[src/rtl/iic_pkg.sv]
// Shared types and constants for the I2C register-access target.
package iic_pkg;

    typedef enum logic [3:0] {
        ST_IDLE     = 4'd0,
        ST_DEV_ADDR = 4'd1,
        ST_DEV_ACK  = 4'd2,
        ST_ADDR_HI  = 4'd3,
        ST_ACK_HI   = 4'd4,
        ST_ADDR_LO  = 4'd5,
        ST_ACK_LO   = 4'd6,
        ST_WR_DATA  = 4'd7,
        ST_WR_ACK   = 4'd8,
        ST_RD_DATA  = 4'd9,
        ST_RD_ACK   = 4'd10
    } iic_state_e;

    localparam logic IIC_ACK  = 1'b0;
    localparam logic IIC_NACK = 1'b1;

    // Sub-phase inside an ACK bit: waiting for the first SCL fall, ACK held, master ACK seen
    localparam logic [1:0] PH_WAIT = 2'd0;
    localparam logic [1:0] PH_HELD = 2'd1;
    localparam logic [1:0] PH_MACK = 2'd2;

    function automatic logic [15:0] addr_inc(input logic [15:0] a);
        return a + 16'd1;
    endfunction

endpackage

[src/rtl/iic_line_cond.sv]
// Conditions one raw I2C line: 2-flop synchroniser, optional glitch filter
// (IIC_SLAVE_GLITCH_FILTER_EN), then rise/fall detection on the clean level.
module iic_line_cond #(
    parameter int FILT_LEN = 3
) (
    input  logic clk,
    input  logic rstn,
    input  logic line,
    output logic level,
    output logic rise,
    output logic fall
);

`ifdef IIC_SLAVE_GLITCH_FILTER_EN
    localparam bit FILT_ON = 1'b1;
`else
    localparam bit FILT_ON = 1'b0;
`endif

    logic [1:0] sync_r;
    logic       prev_r;

    // Two-stage synchroniser; idles high like the bus
    always_ff @(posedge clk or negedge rstn) begin
        if (!rstn) begin
            sync_r <= 2'b11;
        end else begin
            sync_r <= {sync_r[0], line};
        end
    end

    generate
        if (FILT_ON && (FILT_LEN > 1)) begin : g_filt
            localparam int CW = $clog2(FILT_LEN);
            logic [CW-1:0] cnt_r;
            logic          filt_r;

            // Level follows only after FILT_LEN consecutive samples of the new value
            always_ff @(posedge clk or negedge rstn) begin
                if (!rstn) begin
                    cnt_r  <= '0;
                    filt_r <= 1'b1;
                end else if (sync_r[1] == filt_r) begin
                    cnt_r <= '0;
                end else if (cnt_r == CW'(FILT_LEN - 1)) begin
                    cnt_r  <= '0;
                    filt_r <= sync_r[1];
                end else begin
                    cnt_r <= cnt_r + {{(CW-1){1'b0}}, 1'b1};
                end
            end
            assign level = filt_r;
        end else begin : g_nofilt
            assign level = sync_r[1];
        end
    endgenerate

    // Previous clean level for edge detection
    always_ff @(posedge clk or negedge rstn) begin
        if (!rstn) begin
            prev_r <= 1'b1;
        end else begin
            prev_r <= level;
        end
    end

    assign rise = level & ~prev_r;
    assign fall = ~level & prev_r;

endmodule

[src/rtl/iic_slave_regif.sv]
// I2C target giving an external master access to 16-bit-addressed 8-bit registers.
// Glitch filtering on SCL/SDA is enabled by IIC_SLAVE_GLITCH_FILTER_EN.
module iic_slave_regif
    import iic_pkg::*;
#(
    parameter logic [6:0] DEV_ADDR = 7'h59,
    parameter int         FILT_LEN = 3
) (
    input  logic        clk,
    input  logic        rstn,
    input  logic        scl_in,
    input  logic        sda_in,
    output logic        sda_out_en,
    output logic [15:0] reg_addr,
    output logic        reg_wr,
    output logic [7:0]  reg_wdata,
    output logic        reg_rd,
    input  logic [7:0]  reg_rdata,
    output logic        busy,
    output logic        addr_hit
);

    logic scl_s, scl_rise_s, scl_fall_s;
    logic sda_s, sda_rise_s, sda_fall_s;
    logic start_s, stop_s;
    logic [7:0] byte_s;

    iic_state_e state_r, state_n;
    logic [2:0]  bit_cnt_r, bit_cnt_n;
    logic [7:0]  shift_r, shift_n;
    logic [1:0]  phase_r, phase_n;
    logic        rw_r, rw_n;
    logic [15:0] addr_r, addr_n;
    logic [7:0]  wdata_r, wdata_n;
    logic        oe_r, oe_n;
    logic        busy_r, busy_n;
    logic        hit_r, hit_n;
    logic        wr_r, wr_n;
    logic        rd_r, rd_n;
    logic        rd_lat_r, rd_lat_n;
    logic        drv_r, drv_n;
    logic        inc_r, inc_n;
    logic        stop_r, stop_n;

    iic_line_cond #(.FILT_LEN(FILT_LEN)) u_scl (
        .clk(clk), .rstn(rstn), .line(scl_in),
        .level(scl_s), .rise(scl_rise_s), .fall(scl_fall_s)
    );

    iic_line_cond #(.FILT_LEN(FILT_LEN)) u_sda (
        .clk(clk), .rstn(rstn), .line(sda_in),
        .level(sda_s), .rise(sda_rise_s), .fall(sda_fall_s)
    );

    assign start_s = sda_fall_s & scl_s;
    assign stop_s  = sda_rise_s & scl_s;
    assign byte_s  = {shift_r[6:0], sda_s};

    // Protocol state register
    always_ff @(posedge clk or negedge rstn) begin
        if (!rstn) begin
            state_r <= ST_IDLE;
        end else begin
            state_r <= state_n;
        end
    end

    // Next-state and datapath decisions; bus conditions win over bit sampling
    always_comb begin
        state_n   = state_r;
        bit_cnt_n = bit_cnt_r;
        shift_n   = shift_r;
        phase_n   = phase_r;
        rw_n      = rw_r;
        addr_n    = addr_r;
        wdata_n   = wdata_r;
        oe_n      = oe_r;
        busy_n    = busy_r;
        hit_n     = 1'b0;
        wr_n      = 1'b0;
        rd_n      = 1'b0;
        rd_lat_n  = 1'b0;
        drv_n     = 1'b0;
        inc_n     = 1'b0;
        stop_n    = 1'b0;

        if (inc_r) begin
            addr_n = addr_inc(addr_r);
        end else begin
            addr_n = addr_r;
        end
        if (stop_r) begin
            busy_n = 1'b0;
        end else begin
            busy_n = busy_r;
        end

        if (start_s) begin
            state_n   = ST_DEV_ADDR;
            bit_cnt_n = 3'd0;
            phase_n   = PH_WAIT;
            oe_n      = 1'b0;
            busy_n    = 1'b1;
        end else if (stop_s) begin
            state_n = ST_IDLE;
            phase_n = PH_WAIT;
            oe_n    = 1'b0;
            stop_n  = 1'b1;
        end else begin
            // Read pipeline: latch register data, then present its MSB one clk later
            if (rd_lat_r) begin
                shift_n = reg_rdata;
                drv_n   = 1'b1;
                inc_n   = 1'b1;
            end else begin
                drv_n = 1'b0;
            end
            if (drv_r) begin
                oe_n = ~shift_r[7];
            end else begin
                oe_n = oe_r;
            end

            case (state_r)
                ST_DEV_ADDR, ST_ADDR_HI, ST_ADDR_LO, ST_WR_DATA: begin
                    if (scl_rise_s) begin
                        shift_n   = byte_s;
                        bit_cnt_n = bit_cnt_r + 3'd1;
                        phase_n   = PH_WAIT;
                        if (bit_cnt_r == 3'd7) begin
                            case (state_r)
                                ST_DEV_ADDR: begin
                                    if (byte_s[7:1] == DEV_ADDR) begin
                                        hit_n   = 1'b1;
                                        rw_n    = byte_s[0];
                                        state_n = ST_DEV_ACK;
                                    end else begin
                                        state_n = ST_IDLE;
                                        busy_n  = 1'b0;
                                    end
                                end
                                ST_ADDR_HI: begin
                                    addr_n[15:8] = byte_s;
                                    state_n      = ST_ACK_HI;
                                end
                                ST_ADDR_LO: begin
                                    addr_n[7:0] = byte_s;
                                    state_n     = ST_ACK_LO;
                                end
                                ST_WR_DATA: begin
                                    wdata_n = byte_s;
                                    wr_n    = 1'b1;
                                    inc_n   = 1'b1;
                                    state_n = ST_WR_ACK;
                                end
                                default: state_n = ST_IDLE;
                            endcase
                        end else begin
                            state_n = state_r;
                        end
                    end else begin
                        shift_n = shift_n;
                    end
                end
                ST_DEV_ACK, ST_ACK_HI, ST_ACK_LO, ST_WR_ACK: begin
                    if (scl_fall_s && (phase_r == PH_WAIT)) begin
                        oe_n    = 1'b1;
                        phase_n = PH_HELD;
                    end else if (scl_fall_s) begin
                        oe_n      = 1'b0;
                        phase_n   = PH_WAIT;
                        bit_cnt_n = 3'd0;
                        case (state_r)
                            ST_DEV_ACK: begin
                                if (rw_r) begin
                                    state_n  = ST_RD_DATA;
                                    rd_n     = 1'b1;
                                    rd_lat_n = 1'b1;
                                end else begin
                                    state_n = ST_ADDR_HI;
                                end
                            end
                            ST_ACK_HI: state_n = ST_ADDR_LO;
                            default:   state_n = ST_WR_DATA;
                        endcase
                    end else begin
                        phase_n = phase_r;
                    end
                end
                ST_RD_DATA: begin
                    if (scl_rise_s) begin
                        bit_cnt_n = bit_cnt_r + 3'd1;
                        if (bit_cnt_r == 3'd7) begin
                            state_n = ST_RD_ACK;
                            phase_n = PH_WAIT;
                        end else begin
                            state_n = ST_RD_DATA;
                        end
                    end else if (scl_fall_s) begin
                        shift_n = {shift_r[6:0], 1'b0};
                        oe_n    = ~shift_r[6];
                    end else begin
                        shift_n = shift_n;
                    end
                end
                ST_RD_ACK: begin
                    // Release SDA, sample the master's ACK, then fetch the next byte
                    if (scl_fall_s && (phase_r == PH_WAIT)) begin
                        oe_n    = 1'b0;
                        phase_n = PH_HELD;
                    end else if (scl_rise_s && (phase_r == PH_HELD)) begin
                        if (sda_s == IIC_NACK) begin
                            state_n = ST_IDLE;
                            busy_n  = 1'b0;
                            phase_n = PH_WAIT;
                        end else begin
                            phase_n = PH_MACK;
                        end
                    end else if (scl_fall_s && (phase_r == PH_MACK)) begin
                        state_n   = ST_RD_DATA;
                        phase_n   = PH_WAIT;
                        bit_cnt_n = 3'd0;
                        rd_n      = 1'b1;
                        rd_lat_n  = 1'b1;
                    end else begin
                        phase_n = phase_r;
                    end
                end
                ST_IDLE: state_n = ST_IDLE;
                default: state_n = ST_IDLE;
            endcase
        end
    end

    // Datapath and registered outputs
    always_ff @(posedge clk or negedge rstn) begin
        if (!rstn) begin
            bit_cnt_r <= 3'd0;
            shift_r   <= 8'h00;
            phase_r   <= PH_WAIT;
            rw_r      <= 1'b0;
            addr_r    <= 16'h0000;
            wdata_r   <= 8'h00;
            oe_r      <= 1'b0;
            busy_r    <= 1'b0;
            hit_r     <= 1'b0;
            wr_r      <= 1'b0;
            rd_r      <= 1'b0;
            rd_lat_r  <= 1'b0;
            drv_r     <= 1'b0;
            inc_r     <= 1'b0;
            stop_r    <= 1'b0;
        end else begin
            bit_cnt_r <= bit_cnt_n;
            shift_r   <= shift_n;
            phase_r   <= phase_n;
            rw_r      <= rw_n;
            addr_r    <= addr_n;
            wdata_r   <= wdata_n;
            oe_r      <= oe_n;
            busy_r    <= busy_n;
            hit_r     <= hit_n;
            wr_r      <= wr_n;
            rd_r      <= rd_n;
            rd_lat_r  <= rd_lat_n;
            drv_r     <= drv_n;
            inc_r     <= inc_n;
            stop_r    <= stop_n;
        end
    end

    assign sda_out_en = oe_r;
    assign reg_addr   = addr_r;
    assign reg_wr     = wr_r;
    assign reg_wdata  = wdata_r;
    assign reg_rd     = rd_r;
    assign busy       = busy_r;
    assign addr_hit   = hit_r;

endmodule
[config.mk]
export PLATFORM = sky130hd
export DESIGN_NAME = iic_slave_regif
export DESIGN_NICKNAME = d
export VERILOG_FILES = /design/src/rtl/iic_pkg.sv /design/src/rtl/iic_line_cond.sv /design/src/rtl/iic_slave_regif.sv
export SDC_FILE = /design/constraint.sdc
export NUM_CORES = 1
export LEC_CHECK = 0
export BUFFER_PORTS_ARGS = -buffer_cell sky130_fd_sc_hd__buf_4
export CAP_MARGIN = 20
export CORE_MARGIN = 5
export CORE_UTILIZATION = 40
export CTS_CLUSTER_DIAMETER = 60
export DETAILED_ROUTE_END_ITERATION = 10
export GPL_ROUTABILITY_DRIVEN = 0
export GPL_TIMING_DRIVEN = 0
export PLACE_DENSITY = 0.62
export SLEW_MARGIN = 20
export SYNTH_ARGS = -nofsm -noshare
export SYNTH_HDL_FRONTEND = slang
export SYNTH_SLANG_ARGS = --single-unit
export TNS_END_PERCENT = 5
[constraint.sdc]
create_clock -name clk -period 1.94 [get_ports clk]
set_input_delay 0.388 -clock clk [delete_from_list [all_inputs] [get_ports clk]]
set_output_delay 0.388 -clock clk [all_outputs]
set_load 0.05 [all_outputs]
; ---- After elaboration in Yosys (flattened, before gate mapping)
; Cells that the tools add are included.
[classes]
addsub = 2
mux = 105
n_eq_ne = 32
reduce_logical = 15
bitwise_logic = 14
[op_table]
columns = cell, count
row1 = $mux 16, 6
row2 = $mux 1, 51
row3 = $mux 4, 12
row4 = $mux 8, 6
row5 = $pmux 4 s4, 2
row6 = $ne 4x4->1 const B, 7
row7 = $mux 2, 13
row8 = $mux 3, 8
row9 = $add 16x1->16 const B, 1
row10 = $eq 4x3->1 const B, 4
row11 = $pmux 8 s2, 1
row12 = $reduce_and 8->1, 2
row13 = $ne 3x3->1 const B, 5
row14 = $eq 4x4->1 const B, 3
row15 = $reduce_and 6->1, 2
row16 = $ne 5x5->1 const B, 2
row17 = $pmux 3 s3, 1
row18 = $eq 4x2->1 const B, 2
row19 = $not 1->1, 8
row20 = $pmux 2 s4, 1
row21 = $pmux 4 s2, 1
row22 = $reduce_or 4->1, 2
row23 = $eq 7x7->1 const B, 1
row24 = $reduce_and 7->1, 1
row25 = other kinds (18), 26
[totals]
out_inout_bits = 29
register_bits = 56
in_bits = 12
elab_cells = 187

; ---- Logic depth before layout (Yosys ltp)
; Gate-level depths: netlist (run 1).
[depth]
depth_word = 9
depth_mapped = 8
ltp_nobuf = 7

; ---- By module
; From an unflattened synthesis (run 1), not the netlist that was laid out.
[hier_totals]
hier_cells = 292
hier_area_um2 = 3012.9
[by_module_without_submodules]
columns = mod, instances, seq_area_each_um2, area_each_um2, cells_each
row1 = iic_slave_regif, 1, 1251.2, 2825.2, 282
row2 = iic_line_cond, 2, 78.8, 93.8, 5

; ---- Worst setup path before layout (run 1)
; Ideal clock, no wire load.
[synth_timing]
kind = register to register
from = register u_scl.sync_r[1]
to = register state_r[0]
t_required_ps = 1815
setup_time_ps = 125
setup_slack_ps = -6
period_less_slack_ps = 1946
n_path_buf = 1
t_arrival_ps = 1821
stages_incl_launch_ff = 7
cell_sequence = dfstp_2 > buf_2 > nor2b_1 > nand3_1 > a211o_1 > a21oi_2 > mux2_2
[synth_via]
elab_chain_cells = 7
word_cells_on_any_way = 22
cone_classes = eq/ne: 8 / mux: 5 / bitwise: 5 / reduce/logical: 4
[synth_lines]
columns = element, line_no
row1 = start: declaration, iic_line_cond.sv:20  ; logic [1:0] sync_r;
row2 = start signal: assignment, iic_line_cond.sv:28  ; sync_r <= {sync_r[0], line};
row3 = $and 1x1->1, iic_line_cond.sv:67  ; assign rise = level & ~prev_r;
row4 = $logic_and 1x1->1, iic_slave_regif.sv:211  ; end else if (scl_rise_s && (phase_r == PH_HELD)) begin
row5 = $mux 4, iic_slave_regif.sv:211
row6 = $mux 4, iic_slave_regif.sv:208  ; if (scl_fall_s && (phase_r == PH_WAIT)) begin
row7 = $pmux 4 s4, iic_slave_regif.sv:124  ; case (state_r)
row8 = $mux 4, iic_slave_regif.sv:104  ; end else if (stop_s) begin
row9 = $mux 4, iic_slave_regif.sv:98  ; if (start_s) begin
row10 = end signal: assignment, iic_slave_regif.sv:64  ; state_r <= state_n;
row11 = end: declaration, iic_slave_regif.sv:28  ; iic_state_e state_r, state_n;
; Parallel ways exist; a longest one is shown, timed or not. The select of a mux whose other input is x is not followed.
; A chain may end at the register's enable or synchronous reset.

; ---- Worst setup path in the final report (run 1)
[layout_timing]
from = register state_r[3]
to = register bit_cnt_r[0]
[layout_via]
elab_chain_cells = 5
word_cells_on_any_way = 23
cone_classes = eq/ne: 16 / mux: 3 / reduce/logical: 4
[layout_lines]
columns = element, line_no
row1 = "$eq 4x4->1, or another cell as far along", iic_slave_regif.sv:124
row2 = $reduce_or 5->1 (no line) / $reduce_or 4->1 (equally long branches), n/a
row3 = $pmux 3 s3, iic_slave_regif.sv:124
row4 = $mux 3, iic_slave_regif.sv:104
row5 = $mux 3, iic_slave_regif.sv:98
row6 = end signal: assignment, iic_slave_regif.sv:254  ; bit_cnt_r <= bit_cnt_n;
row7 = end: declaration, iic_slave_regif.sv:29  ; logic [2:0] bit_cnt_r, bit_cnt_n;
; Parallel ways exist; a longest one is shown, timed or not. The select of a mux whose other input is x is not followed.

==> results_dict.tcl, run 1 <==
set metrics [dict create \
    status "finished, violations left" \
    violations "negative setup slack" \
    die_height_um 96.4 \
    async_flop_share 1.00 \
    drt_pre_antenna_iters 4 \
    hp-class "in2async" \
    row_count 31 \
    worst_slew_pin_slew_ps 721 \
    wl_per_cell_um 16.6 \
    io_pins 41 \
    fin_area_um2 3750 \
    clock_skew_ps 5.07 \
    synth.ff_latch_count 56 \
    tns_ps -311 \
    period_minus_slack_ps 2020 \
    dpl_cell_area_um2 3410 \
    synthToLayoutAreaGrowth_pct 25.4 \
    rsz0062_at_grt "true" \
    synth-edff-count 0 \
    fin_ws_ps -83.2 \
    grt.total_usage 0.164 \
    p_per_area_nw_per_um2 594 \
    nets 368 \
    finalHoldViolCount 0 \
    period_share 1.04 \
    ys_warn_count 0 \
    cp.arrival_ps 2220 \
    worst_path_max_delay_cell "clkbuf_1" \
    ctsHtreeMaxLevel 2 \
    p_comb_frac 0.088 \
    slew_headroom 0.519 \
    worst-setup-path-type "reg2reg" \
    dieArea_um2 9300 \
    routed_wirelength_um 7500 \
    grt_pass1_vias 2357 \
    fin_util 0.517 \
    dr.first_iter.drc_count 203 \
    clock_sinks 56 \
    maxSlewViolCount 0 \
    synth_area_um2 2990 \
    grt_start_max_net_pins 57 \
    antenna_found_initial 0 \
    p_clk_frac 0.352 \
    intPower_uw 1680 \
    vias_per_cell 5.53 \
    p_seq_frac 0.560 \
    synth_ff_type "dfrtp_1" \
    clk_pin_slew_worst_paths_ps 100 \
    critPathMaxStageDelay_ps 420 \
    switching_share 0.246 \
    gr-total-overflow 0 \
    yosysSeqAreaShare 0.471 \
    peakVddDrop_mv 0.293 \
    numCtsBuffers 5 \
    syn-instance-count 298 \
    pre_cts_ws_ps -263 \
    postCtsHoldBufs 0 \
    start_util 0.412 \
    drive_gt1_frac 0.333 \
    synth_nets 313 \
    max_freq_mhz 494 \
    yosysTopAreaCell "dfrtp_1" \
    synth_cell_types 62 \
    maxCapViolCount 0 \
    port_buffers 40 \
    tritoncts "yes" \
    antenna_left 0 \
    dieWidth_um 96.4 \
    core_um2 7250 \
    cts_root_buf "clkbuf_8" \
    dp_hpwl_um 5140 \
    grt_pass1_wl_um 11900 \
    ys_top_cells_by_area "dfrtp_1 (42%), dfstp_2 (5.3%), mux2_2 (4.1%), a21oi_1 (3.7%), nor2_1 (3.1%)" \
    crit_path_max_fanout 10 \
    yosys.area.top_type_share 0.419 \
    crit_required_ps 2140 \
    insertedDiodeCount 0 \
    start_kind "register" \
    drc 0 \
    p_switching_uw 548 \
    synth_area_per_cell_um2 10.0 \
    power.total_uw 2230 \
    leakagePower_uw 0.00172 \
    vias 2504 \
    end_kind "register" \
    path_cells "buf_6 -> clkbuf_1 -> o21ai_0 -> and3_1 -> nor2b_1 -> mux2_1" \
    clkLatencyLatePin_ps 310 \
    finalSetupViolations 6 \
    clock_path_buffers 2 \
]
==> layout make-up <==
type	instances	area, µm²
clock inverters	2	38.8
fillers	650	3500
multi-input cells	215	1580
well taps	99	124
inverters	9	33.8
repair buffers	50	388
plain buffers	16	98.8
clock buffers	6	72.6
flip-flops and latches	56	1410
==> power groups by stage <==
stage / Combinational, µW / Clock (µW) / Sequential [µW]
floorplan: 84.8 / 0 / 1260
global placement: 165 / 0 / 1260
detailed placement: 166 / 0 / 1260
CTS: 175 / 813 / 1250
global route: 210 / 850 / 1250
finish: 195 / 785 / 1250
==> worst max-delay path, delay by kind of cell, from the launching register on <==
| kind | cells | cell delay, ps |
|---|---|---|
| AND/OR/NAND/NOR | 2 | 410 |
| flip-flops | 1 | 350 |
| buffers and inverters | 2 | 560 |
| AO/OA/AOI/OAI | 1 | 320 |
| multiplexers | 1 | 280 |
==> logic make-up (layout without fill, tap and decap cells) <==
logic type                 count (synthesis)  count (layout)  synth area share
AOI/OAI and AO/OA                         77              77             0.177
DFF                                       56              56             0.471
xor gates and xnor gates                  16              16            0.0469
and+or+nand+nor                          102             102             0.190
buffers and inverters                     27              83            0.0393
muxes                                     17              17            0.0620
adders and majority gates                  3               3            0.0126
==> cell usage in the layout, fill, tap and decap left out, types with 3 or more instances in the layout <==
master	Yosys	final
inv_1	9	9
o31a_1	3	3
nand2_1	20	19
and2_1	4	3
nor3_1	5	3
and4bb_2	2	3
nor2b_1	6	5
nand4_1	4	4
nor2_1	25	25
a22oi_1	9	9
mux2i_1	5	5
xnor2_1	8	8
o31ai_1	3	3
o21ai_0	9	9
buf_4	1	51
nand3_1	7	6
clkbuf_1	12	4
clkbuf_2	0	6
o2bb2ai_1	10	9
dfrtp_2	0	4
xor2_1	8	8
dfstp_2	6	6
clkbuf_8	0	5
nor3b_1	4	3
dfrtp_1	50	46
and3_1	6	5
a21oi_1	22	21
mux2_2	11	9
==> path summary, 6_finish.rpt <==
path	from	to	slack [ps]	depth (start not counted)
setup / recovery	state_r[3]$_DFFE_PN0P_	bit_cnt_r[0]$_DFFE_PN0P_	-80	6
hold / removal	rstn	drv_r$_DFF_PN0_	120	1
setup reg to reg	state_r[3]$_DFFE_PN0P_	bit_cnt_r[0]$_DFFE_PN0P_	-80	6
hold reg to reg	u_scl.sync_r[0]$_DFF_PN1_	u_scl.sync_r[1]$_DFF_PN1_	360	0
max in group asynchronous	rstn	shift_r[2]$_DFFE_PN0P_	1290	1
min in group clk	scl_in	u_scl.sync_r[0]$_DFF_PN1_	180	1
==> stage by stage <==
step                      std cells  hold slack [ps]
after floorplan                 298             92.4
after global placement          437              346
after detailed placement        437              349
after CTS                       446              150
after global routing            453              158
final                           453              119
==> sequential cells by signal, indices dropped and copies added, names as in the netlist <==
signal and count:
phase_r 2, shift_r 8, inc_r 1, sda_out_en 1, rw_r 1, u_sda.prev_r 1
bit_cnt_r 3, addr_hit 1, u_scl.sync_r 2, u_scl.prev_r 1, reg_wdata 8, rd_lat_r 1
reg_wr 1, drv_r 1, busy 1, u_sda.sync_r 2, reg_addr 16, state_r 4
stop_r 1
==> per-layer routing <==
layer / track usage / routed length, µm
met3: 0.0302 / 487
met2: 0.246 / 3420
met5: 0 / 0
met4: 0.0561 / 132
met1: 0.239 / 3460
==> Yosys cell counts (6+ instances only) <==
| cell type | n |
|---|---|
| nor2_1 | 25 |
| xnor2_1 | 8 |
| a22oi_1 | 9 |
| nand3_1 | 7 |
| o2bb2ai_1 | 10 |
| mux2_2 | 11 |
| o21ai_0 | 9 |
| inv_1 | 9 |
| a21oi_1 | 22 |
| dfrtp_1 | 50 |
| nor2b_1 | 6 |
| clkbuf_1 | 12 |
| nand2_1 | 20 |
| dfstp_2 | 6 |
| xor2_1 | 8 |
| and3_1 | 6 |
==> repair_timing <==
action,CTS,global route
resized for setup,22,28
pin swaps,6,8
endpoints found under the setup margin,34,41
setup buffers,2,8
(Power assumes the default switching activity.)
==> run 2: changes to the inputs <==
--- a/config.mk
+++ b/config.mk
@@ -7,6 +7,7 @@
 export LEC_CHECK = 0
 export BUFFER_PORTS_ARGS = -buffer_cell sky130_fd_sc_hd__buf_4
 export CAP_MARGIN = 20
+export CORE_ASPECT_RATIO = 0.5
 export CORE_MARGIN = 5
 export CORE_UTILIZATION = 40
 export CTS_CLUSTER_DIAMETER = 60
@@ -14,6 +15,7 @@
 export GPL_ROUTABILITY_DRIVEN = 0
 export GPL_TIMING_DRIVEN = 0
 export PLACE_DENSITY = 0.62
+export SKIP_CTS_REPAIR_TIMING = 1
 export SLEW_MARGIN = 20
 export SYNTH_ARGS = -nofsm -noshare
 export SYNTH_HDL_FRONTEND = slang
==> run 2 against run 1 <==
Compared with the run above: the run still ends with negative setup slack left; clock skew rose by 2.2 ps; final cell count fell by 0.88%; die area up 1.1%; power grew 8.2%.
==> results_dict.tcl, run 2 (synthesized netlist as in run 1, its figures left out) <==
set metrics [dict create \
    drt_pre_antenna_iters 6 \
    final_cells 449 \
    worst_slew_pin_slew_ps 701 \
    rsz0062_at_grt "true" \
    dp_hpwl_um 5320 \
    cp.depth 5 \
    vias_per_cell 5.66 \
    slew_headroom 0.533 \
    wl_per_cell_um 17.5 \
    port_buffers 40 \
    holdWs_ps 120 \
    layout_commonest_cell "buf_4" \
    numCtsBuffers 5 \
    hp-class "in2async" \
    dp_cells 434 \
    r2r_slack_ps -80 \
    largest_register_ffs 16 \
    max_freq_mhz 496 \
    status "finished, violations left" \
    antenna_left 0 \
    period_share 1.04 \
    critPathLaunch "u_scl.prev_r$_DFF_PN1_" \
    globalRouteMet3Util 0.0398 \
    clkLatencyLatePin_ps 300 \
    dpl_cell_area_um2 3410 \
    period_minus_slack_ps 2020 \
    grt_pass1_vias 2401 \
    grt_start_max_net_pins 57 \
    crit_required_ps 2130 \
    vias 2541 \
    use_met1 0.212 \
    dieWidth_um 132 \
    path_buf_inv 0 \
    cts_root_buf "clkbuf_16" \
    synthToLayoutAreaGrowth_pct 26.6 \
    final_cell_mix "buf_4 (49), dfrtp_1 (47), nor2_1 (25)" \
    grt.total_usage 0.160 \
    reg2reg_depth 5 \
    cp.arrival_ps 2210 \
    gr-total-overflow 0 \
    fillers 644 \
    clock_sinks 56 \
    worst-setup-path-type "reg2reg" \
    routed_wirelength_um 7850 \
    timing.rr.start "u_scl.prev_r$_DFF_PN1_" \
    finalSetupViolations 5 \
    tritoncts "yes" \
    dr.first_iter.drc_count 210 \
    nets 367 \
    start_util 0.410 \
    grt_pass1_wl_um 12200 \
    grt_use_met2 0.257 \
    violations "negative setup slack" \
    drc 0 \
    leakagePower_uw 0.00174 \
    start_kind "register" \
    clk_pin_slew_worst_paths_ps 80 \
    antenna_found_initial 0 \
    dieArea_um2 9410 \
    io_pins 41 \
    fin_util 0.519 \
    insertedDiodeCount 0 \
    fin_ws_ps -77.8 \
    path_cells "nand2b_4 -> o31a_1 -> a211o_1 -> a21oi_4 -> mux2_4" \
    clock_path_buffers 2 \
    drive_gt1_frac 0.331 \
    finalHoldViolCount 0 \
    maxCapViolCount 0 \
    maxSlewViolCount 0 \
    regArea_um2 1410 \
    clock_skew_ps 7.26 \
    end_kind "register" \
    die_height_um 71.1 \
    grt_busiest_layer "met2" \
    core_um2 7290 \
    multiInputGateArea_um2 1590 \
    critPathMaxStageDelay_ps 640 \
    critical-path-top-delay-family "compound AO/OA/AOI/OAI gates" \
    crit_path_max_fanout 8 \
    fin_area_um2 3780 \
    peakVddDrop_mv 0.351 \
    row_count 22 \
    p_per_area_nw_per_um2 637 \
    ctsHtreeMaxLevel 2 \
    worst_path_max_delay_cell "dfstp_2" \
]
run 2: stage by stage:
| stage | worst slack, ps | power [µW] | TNS (ps) |
|---|---|---|---|
| after floorplan | 5.40 | 1340 | 0 |
| after global placement | -233 | 1430 | -3780 |
| after detailed placement | -278 | 1430 | -4650 |
| after CTS | -284 | 2390 | -5280 |
| after global routing | -111 | 2510 | -916 |
| final | -77.8 | 2410 | -293 |
run 2: layer usage:
layer,vias to the layer above,part of all wire
met2,84,0.49
li1,1197,-
met4,0,0.011
met5,-,0
met1,1251,0.44
met3,9,0.059
run 2: final cells by class:
type                            instances  area share
Buffer                                 15      0.0228
Clock buffer                            5      0.0331
Clock inverter                          3     0.00728
Inverter                                9     0.00893
Multi-Input combinational cell        215       0.420
Sequential cell                        56       0.373
Tap cell                               96      0.0317
Timing Repair Buffer                   50       0.103
run 2: path summary, 6_finish.rpt:
| check | endpoint |
|---|---|
| setup reg to reg | state_r[1]$_DFFE_PN0P_ |
| hold / removal | stop_r$_DFF_PN0_ |
| max in group asynchronous | shift_r[2]$_DFFE_PN0P_ |
| setup / recovery | state_r[1]$_DFFE_PN0P_ |
| hold reg to reg | u_sda.sync_r[1]$_DFF_PN1_ |
| min in group clk | u_scl.sync_r[0]$_DFF_PN1_ |
run 2: power breakdown:
part,switching (µW),leakage (µW),internal (µW)
logic,113,0.000916,89.8
registers,44.3,0.000752,1200
clock network,468,0.0000719,492
total,625,0.00174,1780
==> run 3: changes to the inputs <==
--- a/config.mk
+++ b/config.mk
@@ -5,6 +5,7 @@
 export SDC_FILE = /design/constraint.sdc
 export NUM_CORES = 1
 export LEC_CHECK = 0
+export ABC_AREA = 1
 export BUFFER_PORTS_ARGS = -buffer_cell sky130_fd_sc_hd__buf_4
 export CAP_MARGIN = 20
 export CORE_ASPECT_RATIO = 0.5
==> run 3 against run 2 <==
Compared with the run above: the flow now finishes without violations; sequential cell count is the same; maximum frequency grew 8.6%; first-iteration DRC count grew 7.6%; sequential power grew 6%; hold slack gained 8.5 ps; synthesized cell count grew 38%; sequential share of layout area grew 0.31 points; design area shrank 1.1%; non-clock buffer count shrank 13; final cell count grew 24%; highest routed layer unchanged.
==> results_dict.tcl, run 3 <==
set metrics [dict create \
    finalSetupViolations 0 \
    worst_slew_pin_slew_ps 708 \
    vias_per_cell 5.08 \
    ctsHtreeMaxLevel 2 \
    synth-edff-count 0 \
    yosysSeqAreaShare 0.458 \
    dieWidth_um 134 \
    io_pins 41 \
    grt.total_usage 0.171 \
    p_comb_frac 0.142 \
    synth_area_per_cell_um2 7.49 \
    slew_headroom 0.528 \
    dieArea_um2 9640 \
    drt-met1-wl_um 3890 \
    start_util 0.415 \
    cp.arrival_ps 2050 \
    clkLatencyLatePin_ps 300 \
    intPower_uw 1890 \
    die_height_um 72.0 \
    p_seq_frac 0.497 \
    top_layer_used "met4" \
    max_freq_mhz 538 \
    yosys.area.top_type_share 0.407 \
    met2_length_um 3610 \
    start_kind "register" \
    crit_required_ps 2130 \
    period_minus_slack_ps 1860 \
    cts_root_buf "clkbuf_16" \
    drc 0 \
    p_clk_frac 0.361 \
    gr-total-overflow 0 \
    clock_sinks 56 \
    vias 2832 \
    grt_pass1_vias 2704 \
    switching_share 0.294 \
    synth_nets 425 \
    routed_wirelength_um 7880 \
    critPathMaxStageDelay_ps 520 \
    finalHoldViolCount 0 \
    ys_warn_count 0 \
    yosysTopAreaCell "dfrtp_1" \
    antenna_left 0 \
    insertedDiodeCount 0 \
    drt_pre_antenna_iters 4 \
    largest_register_ffs 16 \
    yosys.cell_count.top_type "nand2_1" \
    reg2reg_depth 11 \
    clock_path_buffers 2 \
    pre_cts_ws_ps -90.2 \
    syn-instance-count 410 \
    path_cells "inv_1 -> nor2_2 -> nand2_1 -> nor2_1 -> inv_1 -> nand3_1 -> inv_1 -> nor2_1 -> nand3_1 -> nand2_1 -> nand2_1" \
    worst_path_max_delay_cell "dfstp_2" \
    worst-setup-path-type "reg2reg" \
    clock_skew_ps 7.67 \
    port_buffers 40 \
    peakVddDrop_mv 0.340 \
    grt_pass1_wl_um 13200 \
    p_switching_uw 785 \
    row_count 22 \
    drive_gt1_frac 0.201 \
    synth.ff_latch_count 56 \
    period_share 0.958 \
    leakagePower_uw 0.00184 \
    wl_per_cell_um 14.1 \
    dp_hpwl_um 5760 \
    core_um2 7400 \
    ys_top_cells_by_area "dfrtp_1 (41%), nand2_1 (13%), nor2_1 (6.8%), nand3_1 (6.2%), o21ai_0 (5.9%)" \
    final_cell_mix "nand2_1 (103), nor2_1 (53), dfrtp_1 (50)" \
    nets 476 \
    maxSlewViolCount 0 \
    synth.top_cells.by_count "nand2_1 (104), nor2_1 (56), dfrtp_1 (50), inv_1 (40), nand3_1 (38)" \
    antenna_found_initial 0 \
    final_cells 558 \
    synth_area_um2 3070 \
    numCtsBuffers 5 \
    clk_pin_slew_worst_paths_ps 70 \
    hp-class "in2async" \
    synth_ff_type "dfrtp_1" \
    p_per_area_nw_per_um2 714 \
    rsz0062_at_grt "true" \
    layout_commonest_cell "nand2_1" \
    fin_util 0.505 \
    wl_met3_um 308 \
    async_flop_share 1.00 \
    dp_cells 546 \
    status "completed" \
    dr.first_iter.drc_count 226 \
    end_kind "register" \
    fin_ws_ps 81.2 \
    synth_cell_types 37 \
    grt_start_max_net_pins 57 \
    maxCapViolCount 0 \
    tritoncts "yes" \
    crit_path_max_fanout 4 \
    synthToLayoutAreaGrowth_pct 21.8 \
]
==> run 3: cell count changes in the layout (fill, tap and decap cells not counted), sizes merged, moves of 6 or more <==
cell / delta
nand3: +33
a21oi: -10
mux2: -12
nand2: +86
inv: +34
o21ai: +30
a22oi: -9
nor2: +35
o2bb2ai: -10
nor2b: -6
and3: -6
buf: -7
==> run 3: worst max-delay path: cells and delay by family, from the launching register on <==
| family | cells | cell delay (ps) |
|---|---|---|
| simple gates | 8 | 1020 |
| flops | 1 | 520 |
| buf+inv | 3 | 220 |
==> run 3: metal layers <==
metal  GRT usage  up-vias
met2       0.273       49
met4      0.0513        0
met5           0        -
met1       0.237     1347
met3      0.0367        7
li1            -     1429
==> run 3: cell families after synthesis <==
logic type / synth area share
AND/OR/NAND/NOR: 0.320
AO/OA/AOI/OAI: 0.118
flip-flops: 0.458
buffers and inverters: 0.0676
XOR/XNOR: 0.0228
adder cells (fa/ha/maj): 0.0122
==> run 3: power by group through the flow <==
| stage | clock [µW] | sequential (µW) | combinational [µW] |
|---|---|---|---|
| after CTS | 991 | 1330 | 368 |
| after global routing | 1020 | 1340 | 434 |
| after detailed placement | 0 | 1350 | 365 |
| after floorplan | 0 | 1340 | 200 |
| final | 964 | 1330 | 380 |
| after global placement | 0 | 1350 | 360 |
==> run 3: path summary, 6_finish.rpt <==
| path | startpoint | to | slack, ps |
|---|---|---|---|
| worst max register to register | u_scl.prev_r$_DFF_PN1_ | state_r[2]$_DFFE_PN0P_ | 80 |
| max in group asynchronous | rstn | reg_addr[13]$_DFF_PN0_ | 1340 |
| worst min register to register | u_sda.sync_r[0]$_DFF_PN1_ | u_sda.sync_r[1]$_DFF_PN1_ | 360 |
| worst min-delay path | rstn | bit_cnt_r[2]$_DFFE_PN0P_ | 130 |
| min in group clk | sda_in | u_sda.sync_r[0]$_DFF_PN1_ | 190 |
| worst max-delay path | u_scl.prev_r$_DFF_PN1_ | state_r[2]$_DFFE_PN0P_ | 80 |
==> run 3: area by class of cell <==
type / count / area [µm²]
tap: 96 / 120
fill: 726 / 3660
buffer: 7 / 42.5
sequential: 56 / 1410
timing repair buffer: 45 / 350
clock inverter: 2 / 13.8
inverter: 44 / 165
multi-input combinational: 302 / 1500
clock buffer: 6 / 139
==> run 3: per-stage QoR <==
step	setup TNS [ps]	total power [µW]	instance area, µm²	hold slack, ps
3_3_place_gp	-223	1710	3490	347
2_1_floorplan	0	1540	3070	92.4
3_5_place_dp	-683	1710	3490	347
5_1_grt	-445	2790	3740	188
4_1_cts	-1030	2680	3650	172
6_report	0	2670	3740	128
